--- config.mk ---
export PLATFORM = sky130hd
export DESIGN_NAME = muldiv_sched_flat
export DESIGN_NICKNAME = d
export VERILOG_FILES = /design/src/rtl/muldiv_sched_if.sv /design/src/rtl/muldiv_sched.sv /design/src/flat_wrapper.sv
export SDC_FILE = /design/constraint.sdc
export NUM_CORES = 2
export LEC_CHECK = 0
export ABC_AREA = 1
export ABC_CLOCK_PERIOD_IN_PS = 13700
export CAP_MARGIN = 30
export CORE_MARGIN = 4
export CORE_UTILIZATION = 59
export CTS_CLUSTER_DIAMETER = 40
export DETAILED_ROUTE_END_ITERATION = 8
export PLACE_DENSITY = 0.77
export SYNTH_ARGS = -nofsm -noshare
export SYNTH_HDL_FRONTEND = slang
export SYNTH_SLANG_ARGS = --single-unit
--- constraint.sdc ---
create_clock -name clk -period 13.7 [get_ports clk]
set_input_delay 2.055 -clock clk [delete_from_list [all_inputs] [get_ports clk]]
set_output_delay 2.055 -clock clk [all_outputs]
set_load 0.05 [all_outputs]
--- src/rtl/muldiv_sched_if.sv ---
// Handshake bundle between the execute stage and the HI/LO mult/div sequencer.
//   master: pipeline side, drives the op request, flush and hold.
//   slave : sequencer side, returns the stall request, HI/LO results and busy.
interface muldiv_sched_if;
  logic        op_valid;
  logic [1:0]  op_sel;
  logic [31:0] src_a;
  logic [31:0] src_b;
  logic        flush;
  logic        pipe_hold;
  logic        stall_req;
  logic        result_valid;
  logic [31:0] hi_out;
  logic [31:0] lo_out;
  logic        busy;

  modport master (
    output op_valid, op_sel, src_a, src_b, flush, pipe_hold,
    input  stall_req, result_valid, hi_out, lo_out, busy
  );

  modport slave (
    input  op_valid, op_sel, src_a, src_b, flush, pipe_hold,
    output stall_req, result_valid, hi_out, lo_out, busy
  );
endinterface

--- src/rtl/muldiv_sched.sv ---
// Multi-cycle sequencer for the HI/LO multiply/divide resource.
// Accepts MULT/MULTU/DIV/DIVU from E, runs a one-cycle multiplier or a
// 32-iteration restoring divider, stalls F/D/E until the result is ready,
// then holds HI/LO valid until the E stage is released.
// Ports:
//   clk  - clock, rising edge
//   rst  - synchronous active-high reset
//   bus  - muldiv_sched_if.slave: op_valid/op_sel/src_a/src_b/flush/pipe_hold
//          in; stall_req (combinational), result_valid/hi_out/lo_out
//          (registered), busy (state != IDLE) out
module muldiv_sched #(
  parameter int unsigned DIV_ITERS = 32
) (
  input logic           clk,
  input logic           rst,
  muldiv_sched_if.slave bus
);

  localparam int unsigned XW = 32;
  localparam int unsigned PW = 2 * XW;
  localparam int unsigned CW = 6;

  typedef enum logic [1:0] {
    S_IDLE = 2'd0,
    S_MUL  = 2'd1,
    S_DIV  = 2'd2,
    S_DONE = 2'd3
  } state_t;

  state_t        state;
  logic [XW-1:0] opa;      // multiplicand, or dividend magnitude shifting into quotient
  logic [XW-1:0] opb;      // multiplier, or divisor magnitude
  logic [XW-1:0] rem;      // partial remainder
  logic [XW-1:0] hi_q;
  logic [XW-1:0] lo_q;
  logic [CW-1:0] cnt;
  logic          sx;       // signed operation (MULT/DIV)
  logic          neg_q;
  logic          neg_r;
  logic          rv_q;

  // Request decode in IDLE
  logic          accept_c;
  logic          sgn_in_c;
  logic [XW-1:0] abs_a_c;
  logic [XW-1:0] abs_b_c;

  assign accept_c = (state == S_IDLE) & bus.op_valid & ~bus.flush;
  assign sgn_in_c = ~bus.op_sel[0];
  assign abs_a_c  = (sgn_in_c & bus.src_a[31]) ? (~bus.src_a + XW'(1)) : bus.src_a;
  assign abs_b_c  = (sgn_in_c & bus.src_b[31]) ? (~bus.src_b + XW'(1)) : bus.src_b;

  // Multiplier: low 64 bits of the product of 64-bit extended operands
  logic [PW-1:0] ext_a_c;
  logic [PW-1:0] ext_b_c;
  logic [PW-1:0] prod_c;

  assign ext_a_c = {{XW{sx & opa[XW-1]}}, opa};
  assign ext_b_c = {{XW{sx & opb[XW-1]}}, opb};
  assign prod_c  = ext_a_c * ext_b_c;

  // One restoring-divide step; the remainder always stays below the divisor
  logic [XW:0]   rem_sh_c;
  logic          ge_c;
  logic [XW-1:0] rem_nx_c;
  logic [XW-1:0] quo_nx_c;
  logic [XW-1:0] quo_fix_c;
  logic [XW-1:0] rem_fix_c;
  logic          last_c;

  assign rem_sh_c  = {rem, opa[XW-1]};
  assign ge_c      = rem_sh_c >= {1'b0, opb};
  assign rem_nx_c  = ge_c ? XW'(rem_sh_c - {1'b0, opb}) : rem_sh_c[XW-1:0];
  assign quo_nx_c  = {opa[XW-2:0], ge_c};
  assign quo_fix_c = neg_q ? (~quo_nx_c + XW'(1)) : quo_nx_c;
  assign rem_fix_c = neg_r ? (~rem_nx_c + XW'(1)) : rem_nx_c;
  assign last_c    = (cnt == CW'(DIV_ITERS - 1));

  // Sequencer state, operand latches and registered results
  always_ff @(posedge clk) begin
    if (rst) begin
      state <= S_IDLE;
      opa   <= '0;
      opb   <= '0;
      rem   <= '0;
      hi_q  <= '0;
      lo_q  <= '0;
      cnt   <= '0;
      sx    <= 1'b0;
      neg_q <= 1'b0;
      neg_r <= 1'b0;
      rv_q  <= 1'b0;
    end else if (bus.flush) begin
      // Abandon the op; HI/LO keep whatever they last held
      state <= S_IDLE;
      cnt   <= '0;
      rv_q  <= 1'b0;
    end else begin
      case (state)
        S_IDLE: begin
          if (accept_c) begin
            sx <= sgn_in_c;
            if (!bus.op_sel[1]) begin
              opa   <= bus.src_a;
              opb   <= bus.src_b;
              state <= S_MUL;
            end else if (bus.src_b == '0) begin
              hi_q  <= bus.src_a;
              lo_q  <= '1;
              rv_q  <= 1'b1;
              state <= S_DONE;
            end else begin
              opa   <= abs_a_c;
              opb   <= abs_b_c;
              rem   <= '0;
              cnt   <= '0;
              neg_q <= sgn_in_c & (bus.src_a[31] ^ bus.src_b[31]);
              neg_r <= sgn_in_c & bus.src_a[31];
              state <= S_DIV;
            end
          end
        end
        S_MUL: begin
          hi_q  <= prod_c[PW-1:XW];
          lo_q  <= prod_c[XW-1:0];
          rv_q  <= 1'b1;
          state <= S_DONE;
        end
        S_DIV: begin
          opa <= quo_nx_c;
          rem <= rem_nx_c;
          if (last_c) begin
            cnt   <= '0;
            lo_q  <= quo_fix_c;
            hi_q  <= rem_fix_c;
            rv_q  <= 1'b1;
            state <= S_DONE;
          end else begin
            cnt <= cnt + CW'(1);
          end
        end
        S_DONE: begin
          // op_valid is ignored here so the held instruction is not re-issued
          if (!bus.pipe_hold) begin
            rv_q  <= 1'b0;
            state <= S_IDLE;
          end
        end
        default: state <= S_IDLE;
      endcase
    end
  end

  assign bus.stall_req    = ~bus.flush & (accept_c | (state == S_MUL) | (state == S_DIV));
  assign bus.result_valid = rv_q;
  assign bus.hi_out       = hi_q;
  assign bus.lo_out       = lo_q;
  assign bus.busy         = (state != S_IDLE);

endmodule

--- src/flat_wrapper.sv ---
// flat-port wrapper written by rule: the top's interface ports become plain ports
module muldiv_sched_flat 
#(
  parameter int unsigned DIV_ITERS = 32
)
  (clk, rst, bus_op_valid, bus_op_sel, bus_src_a, bus_src_b, bus_flush, bus_pipe_hold, bus_stall_req, bus_result_valid, bus_hi_out, bus_lo_out, bus_busy);
  muldiv_sched_if bus_i ();
  input logic clk;
  input logic rst;
  input wire logic [$bits(bus_i.op_valid)-1:0] bus_op_valid;
  input wire logic [$bits(bus_i.op_sel)-1:0] bus_op_sel;
  input wire logic [$bits(bus_i.src_a)-1:0] bus_src_a;
  input wire logic [$bits(bus_i.src_b)-1:0] bus_src_b;
  input wire logic [$bits(bus_i.flush)-1:0] bus_flush;
  input wire logic [$bits(bus_i.pipe_hold)-1:0] bus_pipe_hold;
  output wire logic [$bits(bus_i.stall_req)-1:0] bus_stall_req;
  output wire logic [$bits(bus_i.result_valid)-1:0] bus_result_valid;
  output wire logic [$bits(bus_i.hi_out)-1:0] bus_hi_out;
  output wire logic [$bits(bus_i.lo_out)-1:0] bus_lo_out;
  output wire logic [$bits(bus_i.busy)-1:0] bus_busy;
  assign bus_i.op_valid = bus_op_valid;
  assign bus_i.op_sel = bus_op_sel;
  assign bus_i.src_a = bus_src_a;
  assign bus_i.src_b = bus_src_b;
  assign bus_i.flush = bus_flush;
  assign bus_i.pipe_hold = bus_pipe_hold;
  assign bus_stall_req = bus_i.stall_req;
  assign bus_result_valid = bus_i.result_valid;
  assign bus_hi_out = bus_i.hi_out;
  assign bus_lo_out = bus_i.lo_out;
  assign bus_busy = bus_i.busy;
  muldiv_sched #(.DIV_ITERS(DIV_ITERS)) u_core (.clk(clk), .rst(rst), .bus(bus_i));
endmodule
==> results.ini <==
[synth]
netlist_area_um2 = 52800
async_flop_share_pct = 0
avgSynthCellArea_um2 = 7.36
synthesis.nets = 8630
synth_edf_count = 0
synth_cell_types = 56
synthFlopType = dfxtp_1
ys.warnings.count = 0
ys_ff_latch = 172
synthCells = 7178
ys_seq_area_share_pct = 6.52

[routing]
viasPerCell = 5.60
drt-pass1-iter-count = 8
drt_wl_total_um = 169000
wl_per_cell_um = 20.5
ant_nets = 0
vias = 46154
route.detailed.drc = 0
drt_iter0_drc = 4423

[die]
die-width_um = 307
fp.dieH_um = 307
core_um2 = 88600
dieArea_um2 = 94300
start_util_pct = 59.6
rows = 109
ioPinCount = 138

[clock_network]
cts_resized = 0
clock-root-buffer = clkbuf_16
clk_transition_reported_paths_ps = 80
insertion_delay_ps = 520
numClockSinks = 172
cts-htree-levels = 4
clockBufferDepth = 2
hold_buffers = 0
post_cts_buffers = 0
cts_buffers = 17
cts_tree = built

[global_route]
overflow = 0
grt_usage_pct = 36.9
grt_max_degree = 85
first_global_vias = 48277
antenna_found_initial = 13
grt_pass1_wl_um = 269000

[timing]
tightest_slew_ps = 1080
max_freq_ghz = 0.107
finalSetupTns_ps = 0
period_share_pct = 68.0
finalHoldViolations = 0
max_slew_margin_pct = 27.4
finalSetupViolCount = 0
fin_skew_ps = 39.9
rsz0062_at_grt = false
slew_viol_final = 0
period_needed_ps = 9320

[critical_path]
reg2reg_slack_ps = 4380
crit_slowest_cell = fa_1
crit_required_ps = 14050
crit_path_frequent_cell = fa_1
crit_arrival_ps = 9670
cp_max_fo = 33
path_class = reg2reg
cp-startpoint = u_core.opb[1]
cp-start-kind = flip-flop
rr_startpoint = u_core.opb[1]
endpoint = u_core.bus.hi_out[20]
critical_path.max_stage_delay_ps = 940
rr_endpoint = u_core.bus.hi_out[20]
crit_cells = 27
crit_family = adder cells
r2r_cells = 27
cp-end-kind = flip-flop
critical_path_buf_inv_count = 7

[hold_path]
hold_class = reg2reg

[finish]
drive_gt1_share_pct = 2.93
synthToLayoutAreaGrowth_pct = 5.18
final_cell_area_um2 = 55500
nets = 8516
utilization_pct = 62.6

[placed_design]
hpwl_um = 139000
place_area_um2 = 54900
port_buffers = 137
gp_congestion = 1.03

[power]
cellLeakagePower_uw = 0.0299
powerDensity_nw_per_um2 = 48.4
ir_worst_vdd_uv = 99.0

[run_status]
status = finished, final reports clean

[job]
drv_cap = 0

[worst reg2reg max path: cells and delay by family, from the launching register on]
kind            cells  cell delay [ps]
fa+ha+maj           9             5120
simple gates        7             1630
buf+inv             7             1370
compound gates      4              730
flops               1              330
[Yosys cell counts, drive strengths merged, types with 9 or more instances]
cell	n	area share [%]
a211oi	16	0.24
a21o	12	0.17
a21oi	331	3.1
a31oi	42	0.50
buf	80	0.70
clkbuf	278	2.0
dfxtp	172	6.5
fa	1126	43
ha	255	6.0
inv	1880	13
nand2	1836	13
nand3	188	1.8
nand3b	10	0.14
nand4	42	0.53
nor2	400	3.0
nor3	44	0.46
nor4	16	0.19
o211ai	21	0.30
o21a	9	0.13
o21ai	253	2.5
o21bai	16	0.23
or2	20	0.24
xnor2	34	0.56
xor2	52	0.86
[stage by stage]
stage	setup WS, ps	power, µW	std cells	hold WS [ps]
finish	4380	2690	8249	471
floorplan	5840	1600	7178	453
detailed placement	4570	2140	8210	458
CTS	4510	2670	8241	471
global route	3810	2880	8247	499
global placement	4630	2120	8206	454
[report_power, final]
part           switching [µW]  internal [µW]
Combinational            1120            512
Sequential               12.6            516
Clock                     279            245
[layer usage]
metal | track usage [%] | vias to the layer above | routed length, µm
li1 | - | 20669 | -
met1 | 46.7 | 22690 | 64000
met2 | 62.1 | 2258 | 81000
met3 | 5.99 | 533 | 14200
met4 | 17.7 | 4 | 9810
met5 | 0 | - | 27
[cell families (layout without fill, tap and decap cells)]
family / Yosys count / in the layout / synth area share [%]
compound gates: 732 / 732 / 7.67
xor+xnor: 86 / 86 / 1.43
fa+ha+maj: 1381 / 1381 / 48.7
buf+inv: 2246 / 2144 / 16.1
flops: 172 / 172 / 6.52
other cells: 0 / 8 / 0
simple gates: 2561 / 2561 / 19.6
[sequential cells by signal (all words and copies together), names as in the netlist]
name / count
u_core.bus.result_valid: 1
u_core.cnt: 6
u_core.sx: 1
u_core.bus.lo_out: 32
u_core.bus.hi_out: 32
u_core.rem: 32
u_core.neg_q: 1
u_core.opb: 32
u_core.state: 2
u_core.opa: 32
u_core.neg_r: 1
[cells in the final DEF (no fill, tap or decap), types with 41 or more instances in the layout]
master,n
a21oi_1,330
clkdlybuf4s50_1,136
xor2_1,52
nand2_1,1826
dfxtp_1,169
a31oi_1,42
ha_1,254
buf_4,85
nor3_1,41
o21ai_0,231
inv_1,1872
nor2_1,375
nand3_1,184
fa_1,1126
nand4_1,41
[how the worst min path moves through the flow]
stage | from | endpoint | slack, ps | cells past startpoint
6_report | u_core.bus.hi_out[13] | u_core.bus.hi_out[13] | 470 | 2
5_1_grt | u_core.bus.result_valid | u_core.bus.result_valid | 500 | 2
4_1_cts | u_core.bus.hi_out[18] | u_core.bus.hi_out[18] | 470 | 2
3_5_place_dp | u_core.bus.hi_out[18] | u_core.bus.hi_out[18] | 460 | 2
3_3_place_gp | u_core.bus.result_valid | u_core.bus.result_valid | 450 | 2
2_1_floorplan | u_core.rem[29] | u_core.rem[29] | 450 | 2
[final cells by class]
cell class	instances	area, µm²
inverters	1888	7090
well taps	1165	1460
clock buffers	18	439
diodes	8	20.0
fillers	7996	33100
clock inverters	13	128
multi-input cells	4760	40900
repair buffers	225	2070
flip-flops and latches	172	3450
No activity file was read; power rests on OpenSTA's default activity.
